### src/rtl/sr_cmd_sequencer.sv
// Command sequencer for a downstream SR flip-flop: drives s or r for one cycle,
// then waits for the fed-back q to confirm the target, with timeout and op count.
module sr_cmd_sequencer #(
  parameter int TIMEOUT = 4,
  parameter int CNT_W   = 8
) (
  input  logic             clk,
  input  logic             rst,
  input  logic             set_req,
  input  logic             clr_req,
  input  logic             q_fb,
  output logic             s,
  output logic             r,
  output logic             busy,
  output logic             done,
  output logic             err,
  output logic             conflict,
  output logic [CNT_W-1:0] op_cnt
);

  typedef enum logic [2:0] {IDLE, DRIVE, WAIT, DONE, ERR} state_e;

  localparam logic [3:0] TMR_LAST = 4'(TIMEOUT - 1);

  state_e           state_q, state_d;
  logic             target_q, target_d;
  logic             driven_q, driven_d;
  logic             err_q, err_d;
  logic             conflict_q, conflict_d;
  logic             q_fb_q;
  logic [3:0]       timer_q, timer_d;
  logic [CNT_W-1:0] cnt_q, cnt_d;

  always_ff @(posedge clk or negedge rst) begin
    if (!rst) begin
      state_q    <= IDLE;
      target_q   <= 1'b0;
      driven_q   <= 1'b0;
      err_q      <= 1'b0;
      conflict_q <= 1'b0;
      q_fb_q     <= 1'b0;
      timer_q    <= 4'd0;
      cnt_q      <= '0;
    end else begin
      state_q    <= state_d;
      target_q   <= target_d;
      driven_q   <= driven_d;
      err_q      <= err_d;
      conflict_q <= conflict_d;
      q_fb_q     <= q_fb;
      timer_q    <= timer_d;
      cnt_q      <= cnt_d;
    end
  end

  // Feedback is registered once, so confirmation lands one cycle after the
  // downstream flop has captured the drive.
  always_comb begin
    state_d    = state_q;
    target_d   = target_q;
    driven_d   = driven_q;
    err_d      = err_q;
    conflict_d = 1'b0;
    timer_d    = timer_q;
    cnt_d      = cnt_q;
    case (state_q)
      IDLE: begin
        if (set_req && clr_req) begin
          conflict_d = 1'b1;
        end else if (set_req || clr_req) begin
          target_d = set_req;
          err_d    = 1'b0;
          if (set_req == q_fb_q) begin
            driven_d = 1'b0;
            state_d  = DONE;
          end else begin
            driven_d = 1'b1;
            state_d  = DRIVE;
          end
        end
      end
      DRIVE: begin
        timer_d = 4'd0;
        state_d = WAIT;
      end
      WAIT: begin
        if (q_fb_q == target_q) begin
          state_d = DONE;
        end else if (timer_q == TMR_LAST) begin
          err_d   = 1'b1;
          state_d = ERR;
        end else begin
          timer_d = timer_q + 4'd1;
        end
      end
      DONE: begin
        if (driven_q) cnt_d = cnt_q + CNT_W'(1);
        state_d = IDLE;
      end
      ERR:     state_d = IDLE;
      default: state_d = IDLE;
    endcase
  end

  assign s        = (state_q == DRIVE) &&  target_q;
  assign r        = (state_q == DRIVE) && !target_q;
  assign busy     = (state_q != IDLE);
  assign done     = (state_q == DONE);
  assign err      = err_q;
  assign conflict = conflict_q;
  assign op_cnt   = cnt_q;

endmodule
### config.mk
export PLATFORM = sky130hd
export DESIGN_NAME = sr_cmd_sequencer
export DESIGN_NICKNAME = d
export VERILOG_FILES = /design/src/rtl/sr_cmd_sequencer.sv
export SDC_FILE = /design/constraint.sdc
export NUM_CORES = 1
export LEC_CHECK = 0
export ABC_CLOCK_PERIOD_IN_PS = 2600
export CORE_ASPECT_RATIO = 1.4
export CORE_UTILIZATION = 44
export CTS_BUF_LIST = sky130_fd_sc_hd__clkbuf_4
export DETAILED_ROUTE_END_ITERATION = 6
export GPL_TIMING_DRIVEN = 0
export PLACE_DENSITY = 0.69
export SETUP_SLACK_MARGIN = 0.02
export SYNTH_ARGS = -nofsm -noshare
export SYNTH_HDL_FRONTEND = slang
export SYNTH_SLANG_ARGS = --single-unit
### constraint.sdc
create_clock -name clk -period 2.6 [get_ports clk]
set_clock_uncertainty 0.15 [all_clocks]
set_input_delay 0.52 -clock clk [delete_from_list [all_inputs] [get_ports clk]]
set_output_delay 0.52 -clock clk [all_outputs]
set_load 0.05 [all_outputs]
; ---- Yosys cells after proc, flatten, opt, wreduce, memory -nomap -nowiden
; Cells that the tools add are included.
[word_totals]
regBits = 20
latch_bits = 0
wordCells = 54
memories = 0
ramBits = 0
mem_bits_ro = 0
output_inout_bits = 14
inputBits = 5
[classes]
n_div = 0
n_mul = 0
addsub = 2
n_lt_le_gt_ge = 0
reduce_logical = 14
eq_ne = 12
bitwise = 1
n_shift = 0
muxes = 17
[ops]
columns = op, count
row1 = $mux W3, 4
row2 = $ne A2 B2 Y1 const B, 5
row3 = $pmux W3 S3, 1
row4 = $reduce_and A3 Y1, 3
row5 = $add A8 B1 Y8 const B, 1
row6 = $mux W4, 2
row7 = $pmux W4 S2, 1
row8 = $mux W1, 7
row9 = $eq A3 B2 Y1 const B, 2
row10 = $reduce_and A5 Y1, 1
row11 = $add A4 B1 Y4 const B, 1
row12 = $eq A4 B2 Y1 const B, 1
row13 = $reduce_bool A2 Y1, 2
row14 = $eq A3 B1 Y1 const B, 1
row15 = $logic_and A1 B1 Y1, 3
row16 = $logic_not A3 Y1, 1
row17 = $ne A3 B3 Y1 const B, 1
row18 = $reduce_bool A3 Y1, 1
row19 = $eq A1 B1 Y1, 2
row20 = $mux W2, 1
row21 = $pmux W1 S2, 1
row22 = $reduce_and A2 Y1, 1
row23 = $logic_not A1 Y1, 1
row24 = $logic_or A1 B1 Y1, 1
row25 = $not A1 Y1, 1

; ---- Logic depth before layout (Yosys ltp)
; Gate-level depths: netlist (run 1).
[depth]
depth_word = 5
mapped_depth = 5
ltp_nobuf = 5

; ---- Worst setup path before layout (run 1)
; OpenSTA, ideal clock, no wires.
[synth_path]
path_type = register -> output
start = reg state_q[2]
end = out r
slack_ps = 285
path_stages_with_launch = 4
n_path_buf = 1
t_required_ps = 1930
arrival_ps = 1645
cell_sequence = dfrtp_1 > buf_2 > or3b_2 > nor2_1
[synth_via]
elab_chain_len = 2
[synth_rtl]
columns = element, line_no
row1 = start: declaration, 25  ; state_e state_q, state_d;
row2 = start signal: assignment, 45  ; state_q <= state_d;
row3 = $eq A3 B1 Y1, 106  ; assign r = (state_q == DRIVE) && !target_q;
row4 = $logic_and A1 B1 Y1, 106
row5 = end: declaration, 13  ; output logic r,
; No other way between the ends.

; ---- Final worst setup path (run 1)
; Ends and elaborated chain as after synthesis.

==> results.json, run 1 <==
{
  "status": "completed",
  "synth_ff_type": "dfrtp_1",
  "antenna_left": 0,
  "yosys-top-cells-area": "dfrtp_1 (49%), xnor2_1 (6.9%), ha_1 (4.9%)",
  "place.gp.congestion": 0.778,
  "period_share": 0.931,
  "final_util": 0.565,
  "dp_hpwl_mm": 1.35,
  "fillers": 209,
  "antenna_cells": 0,
  "path_class": "reg -> out",
  "root_buffer": "clkbuf_4",
  "cap_viol_max_count": 0,
  "tritoncts": "built",
  "fin_area_um2": 1230,
  "syn_nets": 102,
  "yosysTopAreaCell": "dfrtp_1",
  "synth_top_area_frac": 0.494,
  "arrival_ns": 1.75,
  "syn_area_um2": 1010,
  "synth.avg_cell_area_um2": 10.9,
  "clock_latency_ns": 0.30,
  "max_freq_mhz": 413,
  "antenna_found_initial": 0,
  "drive_gt1_frac": 0.123,
  "period_needed_ns": 2.42,
  "endpoint_kind": "output port",
  "vias": 764,
  "rsz0062_at_grt": "false",
  "synth_cell_type_count": 30,
  "hold_path_class": "reg -> reg",
  "critPathMaxFanout": 9,
  "cts_hold_buffers": 0,
  "synth.most_common_cell": "dfrtp_1",
  "ys_warn_count": 0,
  "timing.rr.start": "timer_q[0]",
  "drt-pass1-iter-count": 4,
  "p_per_area_nw_per_um2": 1090,
  "place_area_um2": 1220,
  "coreArea_um2": 2180,
  "critical_path_required_ns": 1.93,
  "drc": 0,
  "io_pins": 19,
  "finalSetupViolCount": 0,
  "cts_made_buffers": 3,
  "synthTopCellsByCount": "dfrtp_1 (20), xnor2_1 (8), inv_1 (6), nor2_1 (6)",
  "first_iter_violations": 26,
  "min-delay-start": "op_cnt[7]",
  "synthToLayoutAreaGrowth_pct": 21.5,
  "io_buffers": 18,
  "async_reset_ff_frac": 1.00,
  "worst_pin_slew_ns": 0.892,
  "cts_max_level": 1,
  "ys_seq_area_frac": 0.494,
  "via_per_inst": 5.62,
  "crit_start": "state_q[2]",
  "peakVddDrop_uv": 612,
  "slew_violations": 0,
  "clk_path_buf_depth": 2,
  "holdWs_ns": 0.328,
  "post_cts.repair.setup_buffers": 0,
  "grt_max_degree": 21,
  "grt-ovfl-total": 0,
  "grt_pass1_wl_mm": 3.32,
  "row_count": 20,
  "maxSlewHeadroom": 0.403,
  "synth_seq_cells": 20,
  "finalPower_w": 0.00134,
  "fp.dieH_um": 58.8,
  "leakagePower_nw": 0.587,
  "cts.sinks": 20,
  "die_w_um": 42.5,
  "wl_mm": 1.85,
  "startpoint_type": "flop",
  "wl_per_cell_um": 13.6,
  "final_hold_viol_count": 0,
  "clkTransAtPathRegs_ns": 0.11,
  "grt_pass1_vias": 758,
  "fin_nets": 125,
  "grt_usage": 0.178,
  "die_area_um2": 2500,
  "initial_utilization": 0.465,
  "netlist_instances": 93,
  "synth_edf_count": 0,
  "finalSetupTns_ns": 0
}
==> per-stage QoR <==
stage	std cells	worst slack, ns
floorplan	93	0.285
global placement	133	-0.0170
detailed placement	133	-0.0304
CTS	136	0.0456
global route	136	0.0429
finish	136	0.181
==> cell type report <==
class                   instances  area, um^2  area share
flip-flops and latches         20         500       0.407
multi-input cells              63         469       0.381
repair buffers                 18         168       0.136
well taps                      22        27.5      0.0224
clock buffers                   3        22.5      0.0183
inverters                       6        22.5      0.0183
plain buffers                   4        20.0      0.0163
==> per-layer routing <==
layer	routed length, um	GRT usage	share of wire
met3	71	0.0368	0.038
met2	952	0.312	0.51
met4	43	0.0938	0.023
met1	786	0.200	0.42
met5	0	0	0
==> kinds of logic after synthesis <==
logic type	share of synthesized area
AND/OR/NAND/NOR	0.214
flip-flops	0.494
buffers and inverters	0.0420
adder cells (fa/ha/maj)	0.0494
XOR/XNOR	0.0865
AO/OA/AOI/OAI	0.0630
multiplexers	0.0507
==> path summary, 6_finish.rpt <==
kind / cells after the start / endpoint / slack [ns]
min in group asynchronous: 1 / op_cnt[6] / 0.56
max in group asynchronous: 1 / target_q / 1.20
min: 1 / op_cnt[7] / 0.33
max: 4 / r / 0.18
max reg2reg: 4 / err / 0.94
min reg2reg: 1 / op_cnt[7] / 0.33
==> worst max-delay path, stage by stage (launching register included) <==
cell and delay [ns]:
dfrtp_1 0.37, buf_2 0.17, or3b_2 0.53, nor2_1 0.11, buf_2 0.27
==> where the power goes <==
| group | total (W) | internal, W | switching [W] |
|---|---|---|---|
| logic | 0.000705 | 0.000258 | 0.000447 |
| clock network | 0.000150 | 0.0000541 | 0.0000955 |
| registers | 0.000486 | 0.000401 | 0.0000859 |
==> cell usage in the layout, fill, tap and decap left out, types with 2 or more instances in the layout <==
cell type        instances
a21oi_1                  2
and2_1                   2
and3_1                   2
and4_1                   2
buf_2                    6
clkbuf_4                 3
clkdlybuf4s50_1         14
dfrtp_1                 20
dlygate4sd2_1            2
ha_1                     4
inv_1                    6
mux2i_1                  4
nand2_1                  5
nand3_1                  4
nand4_1                  5
nor2_1                   6
nor3_1                   3
xnor2_1                  8
xor2_1                   2
==> flip-flops by register name, summed over array words and instances, names as in the netlist <==
| register | flops |
|---|---|
| conflict | 1 |
| driven_q | 1 |
| err | 1 |
| op_cnt | 8 |
| q_fb_q | 1 |
| state_q | 3 |
| target_q | 1 |
| timer_q | 4 |
==> what timing repair did <==
item	CTS	global route
endpoints found under the hold margin	0	0
endpoints found under the setup margin	4	2
gates resized for setup	8	4
(Power assumes the default switching activity.)
==> run 2: changes to the inputs <==
--- a/config.mk
+++ b/config.mk
@@ -16,3 +16,4 @@
 export SYNTH_ARGS = -nofsm -noshare
 export SYNTH_HDL_FRONTEND = slang
 export SYNTH_SLANG_ARGS = --single-unit
+export TNS_END_PERCENT = 5
==> run 2 against run 1 <==
Compared with the run above: clock-buffer cell count unchanged; critical path depth stayed put; register-to-register slack about the same; power up 0.18%; combinational power is essentially flat; final area up 0.51%; clock power about the same; core utilization rose by 0.29 points; via count is the same; largest cell class unchanged.
==> results.json, run 2 (synthesized netlist as in run 1, its figures left out) <==
{
  "finalSetupTns_ns": 0,
  "fin_nets": 125,
  "final_hold_viol_count": 0,
  "period_share": 0.974,
  "via_per_inst": 5.62,
  "drc": 0,
  "max_freq_mhz": 395,
  "coreArea_um2": 2180,
  "power.switching_w": 0.000629,
  "arrival_ns": 1.86,
  "io_pins": 19,
  "critPathMaxFanout": 9,
  "fp.dieH_um": 58.8,
  "p_per_area_nw_per_um2": 1090,
  "finalSetupViolCount": 0,
  "grt_max_degree": 21,
  "final_cell_mix": "dfrtp_1 (20), clkdlybuf4s50_1 (14), xnor2_1 (8)",
  "cpMaxStageDelayCell": "or3b_2",
  "p_clk_frac": 0.111,
  "layout_commonest_cell": "dfrtp_1",
  "row_count": 20,
  "crit_family": "simple AND/OR/NAND/NOR gates",
  "place.gp.congestion": 0.778,
  "antenna_cells": 0,
  "vias": 764,
  "period_needed_ns": 2.53,
  "maxSlewHeadroom": 0.403,
  "initial_utilization": 0.465,
  "first_iter_violations": 26,
  "seqPwrFrac": 0.362,
  "cts_made_buffers": 3,
  "antenna_found_initial": 0,
  "cts_max_level": 1,
  "cts.sinks": 20,
  "hold_path_class": "reg -> reg",
  "critical_path_required_ns": 1.93,
  "io_buffers": 18,
  "cap_viol_max_count": 0,
  "worst_pin_slew_ns": 0.893,
  "p_int_w": 0.000715,
  "drive_gt1_frac": 0.123,
  "wl_per_cell_um": 13.6,
  "crit_chain": "buf_2, or3b_2, nor2_1, clkdlybuf4s15_2",
  "path_class": "reg -> out",
  "clock_latency_ns": 0.30,
  "finalPower_w": 0.00134,
  "share_comb_of_total_power": 0.526,
  "synthToLayoutAreaGrowth_pct": 22.1,
  "startpoint_type": "flop",
  "die_w_um": 42.5,
  "clk_path_buf_depth": 2,
  "endpoint_kind": "output port",
  "grt_pass1_wl_mm": 3.32,
  "switching_share": 0.468,
  "tritoncts": "built",
  "peakVddDrop_uv": 612,
  "final_util": 0.568,
  "leakagePower_nw": 0.584,
  "drt-pass1-iter-count": 4,
  "antenna_left": 0,
  "root_buffer": "clkbuf_4",
  "status": "completed",
  "crit_buf_inv": 2,
  "wl_mm": 1.86,
  "dp_hpwl_mm": 1.35,
  "clkTransAtPathRegs_ns": 0.11,
  "largest_reg_flops": 8,
  "grt-ovfl-total": 0,
  "critPathMaxStageDelay_ns": 0.53,
  "grt_pass1_vias": 758,
  "rsz0062_at_grt": "true",
  "grt_usage": 0.178,
  "slew_violations": 0,
  "die_area_um2": 2500
}
run 2: changes by cell type in the layout (fill, tap and decap cells not counted):
| cell | delta |
|---|---|
| buf_2 | -2 |
| clkbuf_2 | +1 |
| clkdlybuf4s15_2 | +1 |
run 2: power groups by stage:
stage / clock network, W / logic [W] / registers [W]
floorplan: 0 / 0.000388 / 0.000614
global placement: 0 / 0.000712 / 0.000488
CTS: 0.000153 / 0.000716 / 0.000487
detailed placement: 0 / 0.000726 / 0.000493
global route: 0.000162 / 0.000770 / 0.000504
finish: 0.000150 / 0.000707 / 0.000486
run 2: cell type report:
type	count	area, um^2
Clock buffer	3	22.5
Fill cell	208	941
Tap cell	22	27.5
Timing Repair Buffer	18	174
Buffer	4	20.0
Multi-Input combinational cell	63	469
Inverter	6	22.5
Sequential cell	20	500
run 2: final timing paths:
check	cells past startpoint	endpoint	from	slack [ns]
worst min-delay path	1	op_cnt[7]	op_cnt[7]	0.33
worst max register to register	4	err	timer_q[0]	0.94
min in group asynchronous	1	op_cnt[6]	rst	0.56
worst max-delay path	4	s	state_q[2]	0.07
max in group asynchronous	1	target_q	rst	1.20
worst min register to register	1	op_cnt[7]	op_cnt[7]	0.33
run 2: metrics by stage:
step	hold WS, ns	std cells	worst slack [ns]	cell area [um^2]
6_report	0.328	136	0.0678	1240
5_1_grt	0.354	136	0.0105	1240
4_1_cts	0.332	136	-0.0834	1240
3_5_place_dp	0.312	133	-0.0304	1220
3_3_place_gp	0.312	133	-0.0170	1220
2_1_floorplan	0.0744	93	0.285	1010
run 2: per-layer routing:
layer | track usage | routed length, um | up-vias | share of wire
li1 | - | - | 364 | -
met1 | 0.200 | 781 | 368 | 0.42
met2 | 0.312 | 951 | 27 | 0.51
met3 | 0.0368 | 77 | 5 | 0.042
met4 | 0.0938 | 43 | 0 | 0.023
met5 | 0 | 0 | - | 0
run 2: what timing repair did:
| item | CTS | global route |
|---|---|---|
| resized for setup | 7 | 1 |
| hold buffers | 0 | 0 |
| buffers inserted | 0 | 0 |
| setup endpoints to repair | 4 | 2 |
==> run 3: changes to the inputs <==
--- a/config.mk
+++ b/config.mk
@@ -6,7 +6,9 @@
 export NUM_CORES = 1
 export LEC_CHECK = 0
 export ABC_CLOCK_PERIOD_IN_PS = 2600
+export CAP_MARGIN = 15
 export CORE_ASPECT_RATIO = 1.4
+export CORE_MARGIN = 8
 export CORE_UTILIZATION = 44
 export CTS_BUF_LIST = sky130_fd_sc_hd__clkbuf_4
 export DETAILED_ROUTE_END_ITERATION = 6
==> run 3 against run 2 <==
Compared with the run above: register-to-register slack better by 0.04 ns; sequential power barely moved; critical path depth unchanged; die area increased by 65%; power about the same; wire length grew 8.0%; core utilization decreased by 0.29 points; clock-buffer cell count stayed put; via count did not move; setup slack gained 0.092 ns; largest power group unchanged; highest routed layer unchanged.
==> results.json, run 3 (synthesized netlist as in run 1, its figures left out) <==
{
  "status": "completed",
  "tritoncts": "built",
  "switching_share": 0.471,
  "layout_commonest_cell": "dfrtp_1",
  "worst_pin_slew_ns": 0.894,
  "period_needed_ns": 2.44,
  "share_comb_of_total_power": 0.524,
  "drt-pass1-iter-count": 6,
  "first_iter_violations": 25,
  "startpoint_type": "flop",
  "wl_per_cell_um": 14.7,
  "post_cts.repair.setup_buffers": 0,
  "cts.sinks": 20,
  "finalPower_w": 0.00134,
  "leakagePower_nw": 0.587,
  "hold_path_class": "reg -> reg",
  "io_buffers": 18,
  "final_hold_viol_count": 0,
  "cts_made_buffers": 3,
  "row_count": 20,
  "vias": 764,
  "cap_viol_max_count": 0,
  "p_clk_frac": 0.113,
  "min-delay-start": "op_cnt[7]",
  "drive_gt1_frac": 0.123,
  "critical_path_required_ns": 1.93,
  "p_per_area_nw_per_um2": 1090,
  "clkTransAtPathRegs_ns": 0.11,
  "path_class": "reg -> out",
  "max_freq_mhz": 410,
  "io_pins": 19,
  "endpoint_kind": "output port",
  "dp_hpwl_mm": 1.49,
  "grt_usage": 0.104,
  "period_share": 0.939,
  "initial_utilization": 0.465,
  "slew_violations": 0,
  "die_area_um2": 4110,
  "place.gp.congestion": 0.795,
  "cts_max_level": 1,
  "fin_area_um2": 1230,
  "antenna_found_initial": 0,
  "root_buffer": "clkbuf_4",
  "place_area_um2": 1220,
  "power.switching_w": 0.000632,
  "via_per_inst": 5.62,
  "finalSetupTns_ns": 0,
  "rsz0062_at_grt": "false",
  "wl_mm": 2.00,
  "grt_max_degree": 21,
  "cts_hold_buffers": 0,
  "seqPwrFrac": 0.363,
  "grt_pass1_wl_mm": 3.48,
  "antenna_cells": 0,
  "fp.dieH_um": 72.8,
  "crit_start": "state_q[1]",
  "antenna_left": 0,
  "fillers": 196,
  "p_int_w": 0.000710,
  "arrival_ns": 1.77,
  "drc": 0,
  "largest_reg_flops": 8,
  "die_w_um": 56.5,
  "grt_pass1_vias": 801,
  "synthToLayoutAreaGrowth_pct": 21.5,
  "maxSlewHeadroom": 0.402,
  "final_cell_mix": "dfrtp_1 (20), clkdlybuf4s50_1 (14), xnor2_1 (8)",
  "clock_latency_ns": 0.32,
  "coreArea_um2": 2180,
  "peakVddDrop_uv": 453,
  "clk_path_buf_depth": 2,
  "fin_nets": 125,
  "timing.rr.start": "timer_q[0]",
  "critPathMaxFanout": 10,
  "grt-ovfl-total": 0,
  "finalSetupViolCount": 0
}
run 3: cell count changes in the layout (fill, tap and decap cells not counted):
cell,delta
buf_2,+2
clkdlybuf4s15_2,-1
clkbuf_2,-1
run 3: timing repair:
| item | in CTS | in global routing |
|---|---|---|
| endpoints found under the hold margin | 0 | 0 |
| resized for setup | 8 | 4 |
| endpoints found under the setup margin | 4 | 2 |
run 3: path summary, 6_finish.rpt:
check | to | slack (ns) | cells past startpoint
worst min register to register | op_cnt[7] | 0.33 | 1
worst max-delay path | done | 0.16 | 4
worst min-delay path | op_cnt[7] | 0.33 | 1
max in group asynchronous | timer_q[1] | 1.20 | 1
min in group asynchronous | op_cnt[0] | 0.55 | 1
worst max register to register | err | 0.98 | 4
run 3: worst max-delay path: stages (launching register included):
cell and delay (ns):
dfrtp_1 0.37, buf_2 0.21, and2_1 0.19, nor2b_1 0.14
dlygate4sd2_1 0.54
run 3: layout make-up:
type,count,area (um^2),area share
sequential,20,500,0.407
multi-input combinational,63,469,0.381
timing repair buffer,18,168,0.136
tap,22,27.5,0.0224
clock buffer,3,22.5,0.0183
inverter,6,22.5,0.0183
buffer,4,20.0,0.0163
run 3: metal layers:
layer,part of all wire,track usage
met4,0.027,0.0590
met3,0.075,0.0348
met1,0.41,0.108
met2,0.49,0.177
met5,0,0
run 3: power by group through the flow:
stage | clock, W | sequential, W | combinational, W
4_1_cts | 0.000155 | 0.000488 | 0.000716
3_5_place_dp | 0 | 0.000495 | 0.000725
5_1_grt | 0.000160 | 0.000507 | 0.000760
2_1_floorplan | 0 | 0.000614 | 0.000388
6_report | 0.000152 | 0.000487 | 0.000703
3_3_place_gp | 0 | 0.000488 | 0.000716
run 3: through the flow:
stage / hold WS [ns] / instances / setup slack, ns / utilization
2_1_floorplan: 0.0744 / 93 / 0.285 / -
3_3_place_gp: 0.311 / 133 / -0.0251 / 0.560
3_5_place_dp: 0.312 / 133 / -0.0153 / 0.560
4_1_cts: 0.332 / 136 / 0.0458 / 0.571
5_1_grt: 0.357 / 136 / 0.0482 / 0.565
6_report: 0.326 / 136 / 0.160 / 0.565
